==> src/rtl/score_ram_ctrl_if.sv <==
// Score RAM bus between the controller and a synchronous single-port RAM.
// Master drives address/write side; slave returns read data.
interface score_ram_ctrl_if #(
   parameter int ADDR_W = 3,
   parameter int DATA_W = 8
);
   logic [ADDR_W-1:0] ram_addr;
   logic              ram_we;
   logic [DATA_W-1:0] ram_wdata;
   logic [DATA_W-1:0] ram_rdata;

   modport master (
      output ram_addr,
      output ram_we,
      output ram_wdata,
      input  ram_rdata
   );

   modport slave (
      input  ram_addr,
      input  ram_we,
      input  ram_wdata,
      output ram_rdata
   );
endinterface

==> src/rtl/score_ram_ctrl.sv <==
// Score-table controller: per-player best, global high, dump and clear.
// Player slots at 0..NUM_USERS-1, high slot at NUM_USERS.
module score_ram_ctrl #(
   parameter int DATA_W    = 8,
   parameter int NUM_USERS = 6,
   parameter int ADDR_W    = 3,
   parameter int RD_LAT    = 2
) (
   input  logic              clk,
   input  logic              rst,
   input  logic              game_over,
   input  logic [ADDR_W-1:0] user_id,
   input  logic [DATA_W-1:0] score_in,
   input  logic              dump_req,
   input  logic              clear_req,
   score_ram_ctrl_if.master  bus,
   output logic              busy,
   output logic              done,
   output logic              err,
   output logic              new_user_best,
   output logic              new_high,
   output logic [DATA_W-1:0] high_score,
   output logic [ADDR_W-1:0] high_user,
   output logic              dump_valid,
   output logic [ADDR_W-1:0] dump_addr,
   output logic [DATA_W-1:0] dump_data,
   output logic              dump_done
);

   localparam int CW = (RD_LAT > 1) ? $clog2(RD_LAT) : 1;
   localparam logic [CW-1:0] LAST = CW'(RD_LAT - 1);
   localparam logic [ADDR_W-1:0] HI = ADDR_W'(NUM_USERS);

   typedef enum logic [3:0] {
      IDLE, RD_USER, CMP_USER, WR_USER,
      RD_HIGH, CMP_HIGH, WR_HIGH,
      DUMP_RD, DUMP_OUT, CLEAR, DONE
   } state_t;

   state_t state, nxt;

   logic [CW-1:0]     cnt;
   logic [ADDR_W-1:0] addr_q;
   logic [ADDR_W-1:0] uid_q;
   logic [DATA_W-1:0] score_q;
   logic [DATA_W-1:0] hs_q;
   logic [ADDR_W-1:0] hu_q;
   logic              err_q;
   logic              rd_last;
   logic              uid_ok;

   assign rd_last    = (cnt == LAST);
   assign uid_ok     = (user_id < HI);
   assign high_score = hs_q;
   assign high_user  = hu_q;
   assign err        = err_q;

   // State register; reset aborts any operation in flight.
   always_ff @(posedge clk or negedge rst) begin
      if (!rst) state <= IDLE;
      else      state <= nxt;
   end

   // Next state and all state-decoded outputs, incl. the RAM bus.
   always_comb begin
      nxt           = state;
      bus.ram_addr  = '0;
      bus.ram_we    = 1'b0;
      bus.ram_wdata = '0;
      busy          = (state != IDLE);
      done          = 1'b0;
      new_user_best = 1'b0;
      new_high      = 1'b0;
      dump_valid    = 1'b0;
      dump_addr     = '0;
      dump_data     = '0;
      dump_done     = 1'b0;
      unique case (state)
         IDLE: begin
            if (clear_req)      nxt = CLEAR;
            else if (game_over) nxt = uid_ok ? RD_USER : IDLE;
            else if (dump_req)  nxt = DUMP_RD;
         end
         RD_USER: begin
            bus.ram_addr = uid_q;
            if (rd_last) nxt = CMP_USER;
         end
         CMP_USER: begin
            bus.ram_addr = uid_q;
            nxt = (score_q > bus.ram_rdata) ? WR_USER : DONE;
         end
         WR_USER: begin
            bus.ram_addr  = uid_q;
            bus.ram_we    = 1'b1;
            bus.ram_wdata = score_q;
            new_user_best = 1'b1;
            nxt = RD_HIGH;
         end
         RD_HIGH: begin
            bus.ram_addr = HI;
            if (rd_last) nxt = CMP_HIGH;
         end
         CMP_HIGH: begin
            bus.ram_addr = HI;
            nxt = (score_q > bus.ram_rdata) ? WR_HIGH : DONE;
         end
         WR_HIGH: begin
            bus.ram_addr  = HI;
            bus.ram_we    = 1'b1;
            bus.ram_wdata = score_q;
            new_high      = 1'b1;
            nxt = DONE;
         end
         DUMP_RD: begin
            bus.ram_addr = addr_q;
            if (rd_last) nxt = DUMP_OUT;
         end
         DUMP_OUT: begin
            bus.ram_addr = addr_q;
            dump_valid   = 1'b1;
            dump_addr    = addr_q;
            dump_data    = bus.ram_rdata;
            dump_done    = (addr_q == HI);
            nxt = (addr_q == HI) ? DONE : DUMP_RD;
         end
         CLEAR: begin
            bus.ram_addr = addr_q;
            bus.ram_we   = 1'b1;
            if (addr_q == HI) nxt = DONE;
         end
         DONE: begin
            done = 1'b1;
            nxt  = IDLE;
         end
         default: nxt = IDLE;
      endcase
   end

   // Datapath: request latches, read wait counter, walk address, high copy.
   always_ff @(posedge clk or negedge rst) begin
      if (!rst) begin
         cnt     <= '0;
         addr_q  <= '0;
         uid_q   <= '0;
         score_q <= '0;
         hs_q    <= '0;
         hu_q    <= '0;
         err_q   <= 1'b0;
      end else begin
         err_q <= 1'b0;
         if (state inside {RD_USER, RD_HIGH, DUMP_RD})
            cnt <= rd_last ? '0 : cnt + 1'b1;
         else
            cnt <= '0;
         unique case (state)
            IDLE: begin
               if (clear_req) begin
                  addr_q <= '0;
                  hs_q   <= '0;
                  hu_q   <= '0;
               end else if (game_over) begin
                  if (uid_ok) begin
                     uid_q   <= user_id;
                     score_q <= score_in;
                  end else begin
                     err_q <= 1'b1;
                  end
               end else if (dump_req) begin
                  addr_q <= '0;
               end
            end
            CMP_HIGH: begin
               if (score_q > bus.ram_rdata) begin
                  hs_q <= score_q;
                  hu_q <= uid_q;
               end
            end
            DUMP_OUT: begin
               if (addr_q == HI) hs_q <= bus.ram_rdata;
               addr_q <= addr_q + 1'b1;
            end
            CLEAR: addr_q <= addr_q + 1'b1;
            default: ;
         endcase
      end
   end

endmodule

==> src/flat_wrapper.sv <==
// flat-port wrapper written by rule: the top's interface ports become plain ports
module score_ram_ctrl_flat 
#(
   parameter int DATA_W    = 8,
   parameter int NUM_USERS = 6,
   parameter int ADDR_W    = 3,
   parameter int RD_LAT    = 2
)
  (clk, rst, game_over, user_id, score_in, dump_req, clear_req, busy, done, err, new_user_best, new_high, high_score, high_user, dump_valid, dump_addr, dump_data, dump_done, bus_ram_addr, bus_ram_we, bus_ram_wdata, bus_ram_rdata);
  score_ram_ctrl_if #(.ADDR_W(ADDR_W), .DATA_W(DATA_W)) bus_i ();
  input  logic clk;
  input  logic rst;
  input  logic game_over;
  input  logic [ADDR_W-1:0] user_id;
  input  logic [DATA_W-1:0] score_in;
  input  logic dump_req;
  input  logic clear_req;
  output logic busy;
  output logic done;
  output logic err;
  output logic new_user_best;
  output logic new_high;
  output logic [DATA_W-1:0] high_score;
  output logic [ADDR_W-1:0] high_user;
  output logic dump_valid;
  output logic [ADDR_W-1:0] dump_addr;
  output logic [DATA_W-1:0] dump_data;
  output logic dump_done;
  output wire logic [$bits(bus_i.ram_addr)-1:0] bus_ram_addr;
  output wire logic [$bits(bus_i.ram_we)-1:0] bus_ram_we;
  output wire logic [$bits(bus_i.ram_wdata)-1:0] bus_ram_wdata;
  input wire logic [$bits(bus_i.ram_rdata)-1:0] bus_ram_rdata;
  assign bus_ram_addr = bus_i.ram_addr;
  assign bus_ram_we = bus_i.ram_we;
  assign bus_ram_wdata = bus_i.ram_wdata;
  assign bus_i.ram_rdata = bus_ram_rdata;
  score_ram_ctrl #(.DATA_W(DATA_W), .NUM_USERS(NUM_USERS), .ADDR_W(ADDR_W), .RD_LAT(RD_LAT)) u_core (.clk(clk), .rst(rst), .game_over(game_over), .user_id(user_id), .score_in(score_in), .dump_req(dump_req), .clear_req(clear_req), .bus(bus_i), .busy(busy), .done(done), .err(err), .new_user_best(new_user_best), .new_high(new_high), .high_score(high_score), .high_user(high_user), .dump_valid(dump_valid), .dump_addr(dump_addr), .dump_data(dump_data), .dump_done(dump_done));
endmodule
==> config.mk <==
export PLATFORM = sky130hd
export DESIGN_NAME = score_ram_ctrl_flat
export DESIGN_NICKNAME = d
export VERILOG_FILES = /design/src/rtl/score_ram_ctrl_if.sv /design/src/rtl/score_ram_ctrl.sv /design/src/flat_wrapper.sv
export SDC_FILE = /design/constraint.sdc
export NUM_CORES = 1
export LEC_CHECK = 0
export ABC_AREA = 1
export CORE_MARGIN = 5
export CORE_UTILIZATION = 40
export DETAILED_ROUTE_END_ITERATION = 6
export PLACE_DENSITY = 0.71
export SLEW_MARGIN = 20
export SYNTH_ARGS = -nofsm -noshare
export SYNTH_HDL_FRONTEND = slang
export SYNTH_SLANG_ARGS = --single-unit
==> constraint.sdc <==
create_clock -name clk -period 2.74 [get_ports clk]
set_clock_uncertainty 0.2 [all_clocks]
set_input_delay 0.548 -clock clk [delete_from_list [all_inputs] [get_ports clk]]
set_output_delay 0.548 -clock clk [all_outputs]
set_load 0.05 [all_outputs]
==> impl_metrics.py <==
metrics = {
    "hold_path": {
        "hold_class": "reg -> reg",
        "min-delay-start": "u_core.high_score[3]",
    },
    "worst_setup_path": {
        "critical_path.cell_chain": "inv_1 -> nand2_2 -> inv_1 -> nand2_2 -> nor2_1 -> buf_12",
        "setup.worst_path.start": "u_core.state[0]",
        "crit_path_max_fanout": 21,
        "slowest_delay_ns": 0.45,
        "critical_path.endpoint_type": "primary output",
        "cp.required_ns": 1.99,
        "timing.setup.critical_path_class": "reg -> out",
        "critPathSlowestCell": "sky130_fd_sc_hd__dfrtp_1",
        "worstSetupStartpointType": "register",
        "cp_data_arrival_time_ns": 1.90,
        "timing.rr.start": "u_core.state[0]",
    },
    "final_layout": {
        "area_delta_synth_final_pct": 51.8,
        "multi_input_comb_area_um2": 1030,
        "drive_gt1_share_pct": 21.2,
        "fin_nets": 377,
        "final_core_utilization_pct": 62.6,
        "sequential_cell_area_um2": 776,
        "antenna_cells": 0,
        "fillCellCount": 432,
    },
    "floorplanning": {
        "coreArea_um2": 4750,
        "effective_utilization_at_floorplan_pct": 41.2,
        "die_height_um": 80.0,
        "placementRows": 25,
        "die_w_um": 80.0,
        "pin_count": 65,
        "dieArea_um2": 6400,
    },
    "cts": {
        "tritoncts_clock_tree": "done",
        "clock_tree.root_cell": "sky130_fd_sc_hd__clkbuf_8",
        "clock_insertion_delay_worst_skew_ns": 0.29,
        "cts_setup_buffers": 0,
        "post_cts.resized_instances": 1,
        "clkSinkCount": 31,
        "cts_hold_buf": 0,
        "htree_levels": 2,
        "cts_made_buffers": 5,
        "clock_tree.buffer_depth": 2,
        "worst_setup_hold_path_clk_slew_ns": 0.07,
    },
    "logic_synthesis": {
        "yosysWarningCount": 0,
        "async_flop_share_pct": 100,
        "syn-mean-instance-area_um2": 7.21,
        "mappedNetlistArea_um2": 1960,
        "yosysSeqAreaShare_pct": 39.6,
        "ys_seq_elements": 31,
        "dominantRegCellSynth": "sky130_fd_sc_hd__dfrtp_1",
        "synth-edff-count": 0,
        "netlist-cell-type-count": 25,
        "synth_fp_nets": 306,
        "post_synth_inst_count": 272,
    },
    "global_route": {
        "antenna_violations_before_repair": 0,
        "globalRouteTotalUtil_pct": 18.6,
        "grt_max_degree": 32,
        "grt_pass1_vias": 1950,
        "overflow": 0,
        "grt_first_pass_wirelength_um": 9330,
    },
    "sta": {
        "post-route-min-period_ns": 2.65,
        "final_cycle_share_pct": 96.7,
        "rsz0062_at_grt": "true",
        "slew_headroom_pct": 59.0,
        "finalSetupViolations": 0,
        "timing.final.hold_violations": 0,
        "tightestPinTransition_ns": 0.614,
        "fin_setup_tns_ns": 0,
        "slew_violations": 0,
        "peak_freq_ghz": 0.377,
        "hold_ws_ns": 0.269,
    },
    "detailed_routing": {
        "detail_route.drc_violations": 0,
        "drt_iter0_markers": 155,
        "wire_per_inst_um": 13.5,
        "routed_via_density": 4.89,
        "num_vias": 2010,
        "route.final.wire_length_um": 5540,
        "drt.antenna.violating_nets": 0,
        "pre_repair_dr_iteration_count": 4,
    },
    "placement": {
        "placement.io_buffers": 64,
        "hpwlAfterDp_um": 4450,
        "gpl.final_weighted_congestion": 0.978,
    },
    "pwr": {
        "p_per_cell_area_nw_per_um2": 1250,
        "worst_voltage_drop_across_the_vdd_grid_uv": 688,
        "p_leak_uw": 0.00152,
    },
    "flow_run": {
        "maxCapViolCount": 0,
    },
    "status": {
        "run_status": "finished, final reports clean",
    },
}
-- worst max-delay path: cells and delay by family, from the launching register on --
family,cells,cell delay [ns]
simple gates,3,0.71
buf+inv,3,0.47
flops,1,0.45
-- final cells by class --
| class | count | area share (%) |
|---|---|---|
| sequential | 31 | 26.1 |
| tap | 67 | 2.82 |
| clock buffer | 6 | 2.77 |
| multi-input combinational | 191 | 34.7 |
| inverter | 47 | 5.93 |
| clock inverter | 2 | 1.18 |
| timing repair buffer | 67 | 26.6 |
-- power breakdown --
part | switching (uW) | internal [uW]
Sequential | 142 | 656
Combinational | 1620 | 834
Clock | 179 | 294
-- cell families (layout without fill, tap and decap cells) --
logic type	after synthesis	after routing	share of synthesized area (%)
simple gates	146	146	33.1
buf+inv	50	122	10.1
compound gates	33	33	9.64
flops	31	31	39.6
fa+ha+maj	10	10	6.38
xor+xnor	1	1	0.447
mux	1	1	0.766
-- stage by stage --
step           worst slack (ns)  cells  total power, uW  area (um2)
2_1_floorplan            0.0594    272             2400        1990
3_3_place_gp              0.170    403             3190        2840
3_5_place_dp              0.121    403             3220        2840
4_1_cts                  0.0619    411             3700        2960
5_1_grt                 -0.0322    411             3980        2980
6_report                 0.0893    411             3720        2980
-- layer usage --
layer	vias up	routed length [um]	GRT usage [%]
met4	0	104	6.08
met1	936	2640	26.7
li1	1002	-	-
met5	-	0	0
met2	61	2520	28.1
met3	11	268	3.50
-- synthesized netlist by cell type, types with 3 or more instances --
cell type	n	area [um2]
sky130_fd_sc_hd__nand4_1	4	25.0
sky130_fd_sc_hd__inv_2	3	11.3
sky130_fd_sc_hd__nand3_1	14	70.1
sky130_fd_sc_hd__nor2_4	3	33.8
sky130_fd_sc_hd__nor2_1	48	180
sky130_fd_sc_hd__dfrtp_1	31	776
sky130_fd_sc_hd__o22ai_1	10	62.6
sky130_fd_sc_hd__o21ai_0	4	20.0
sky130_fd_sc_hd__a21oi_1	15	75.1
sky130_fd_sc_hd__nand2_2	4	25.0
sky130_fd_sc_hd__nor2_2	3	18.8
sky130_fd_sc_hd__nand2_1	63	236
sky130_fd_sc_hd__inv_1	44	165
sky130_fd_sc_hd__ha_1	10	125
-- cell usage in the layout (no fill, tap or decap), types with 2 or more instances in the layout --
cell type and count:
sky130_fd_sc_hd__nand2_1 63, sky130_fd_sc_hd__inv_1 44, sky130_fd_sc_hd__nor2_1 35, sky130_fd_sc_hd__clkdlybuf4s50_1 35, sky130_fd_sc_hd__dfrtp_1 31, sky130_fd_sc_hd__nor2_2 16, sky130_fd_sc_hd__buf_4 16, sky130_fd_sc_hd__buf_12 16
sky130_fd_sc_hd__a21oi_1 15, sky130_fd_sc_hd__nand3_1 14, sky130_fd_sc_hd__o22ai_1 10, sky130_fd_sc_hd__ha_1 10, sky130_fd_sc_hd__clkbuf_8 6, sky130_fd_sc_hd__nand2_2 4, sky130_fd_sc_hd__nand4_1 4, sky130_fd_sc_hd__inv_2 3
sky130_fd_sc_hd__nor2_4 3, sky130_fd_sc_hd__o21ai_0 3, sky130_fd_sc_hd__o221ai_2 2, sky130_fd_sc_hd__nand2_4 2, sky130_fd_sc_hd__nand3_2 2, sky130_fd_sc_hd__nor3_1 2
-- flip-flops by register name, indices dropped and copies added (netlist names) --
| name | count |
|---|---|
| u_core.state | 4 |
| u_core.err | 1 |
| u_core.high_score | 8 |
| u_core.score_q | 8 |
| u_core.cnt | 1 |
| u_core.high_user | 3 |
| u_core.uid_q | 3 |
| u_core.addr_q | 3 |
-- worst paths after layout --
kind                       cells after the start                   end  slack (ns)
max reg2reg                                   11       u_core.state[2]        0.54
min                                            2  u_core.high_score[3]        0.27
min in group asynchronous                      2     u_core.score_q[4]        0.46
min reg2reg                                    2  u_core.high_score[3]        0.27
max in group asynchronous                      2            u_core.err        1.58
max                                            6          dump_addr[2]        0.09
Power figures use the tool's default switching activity.
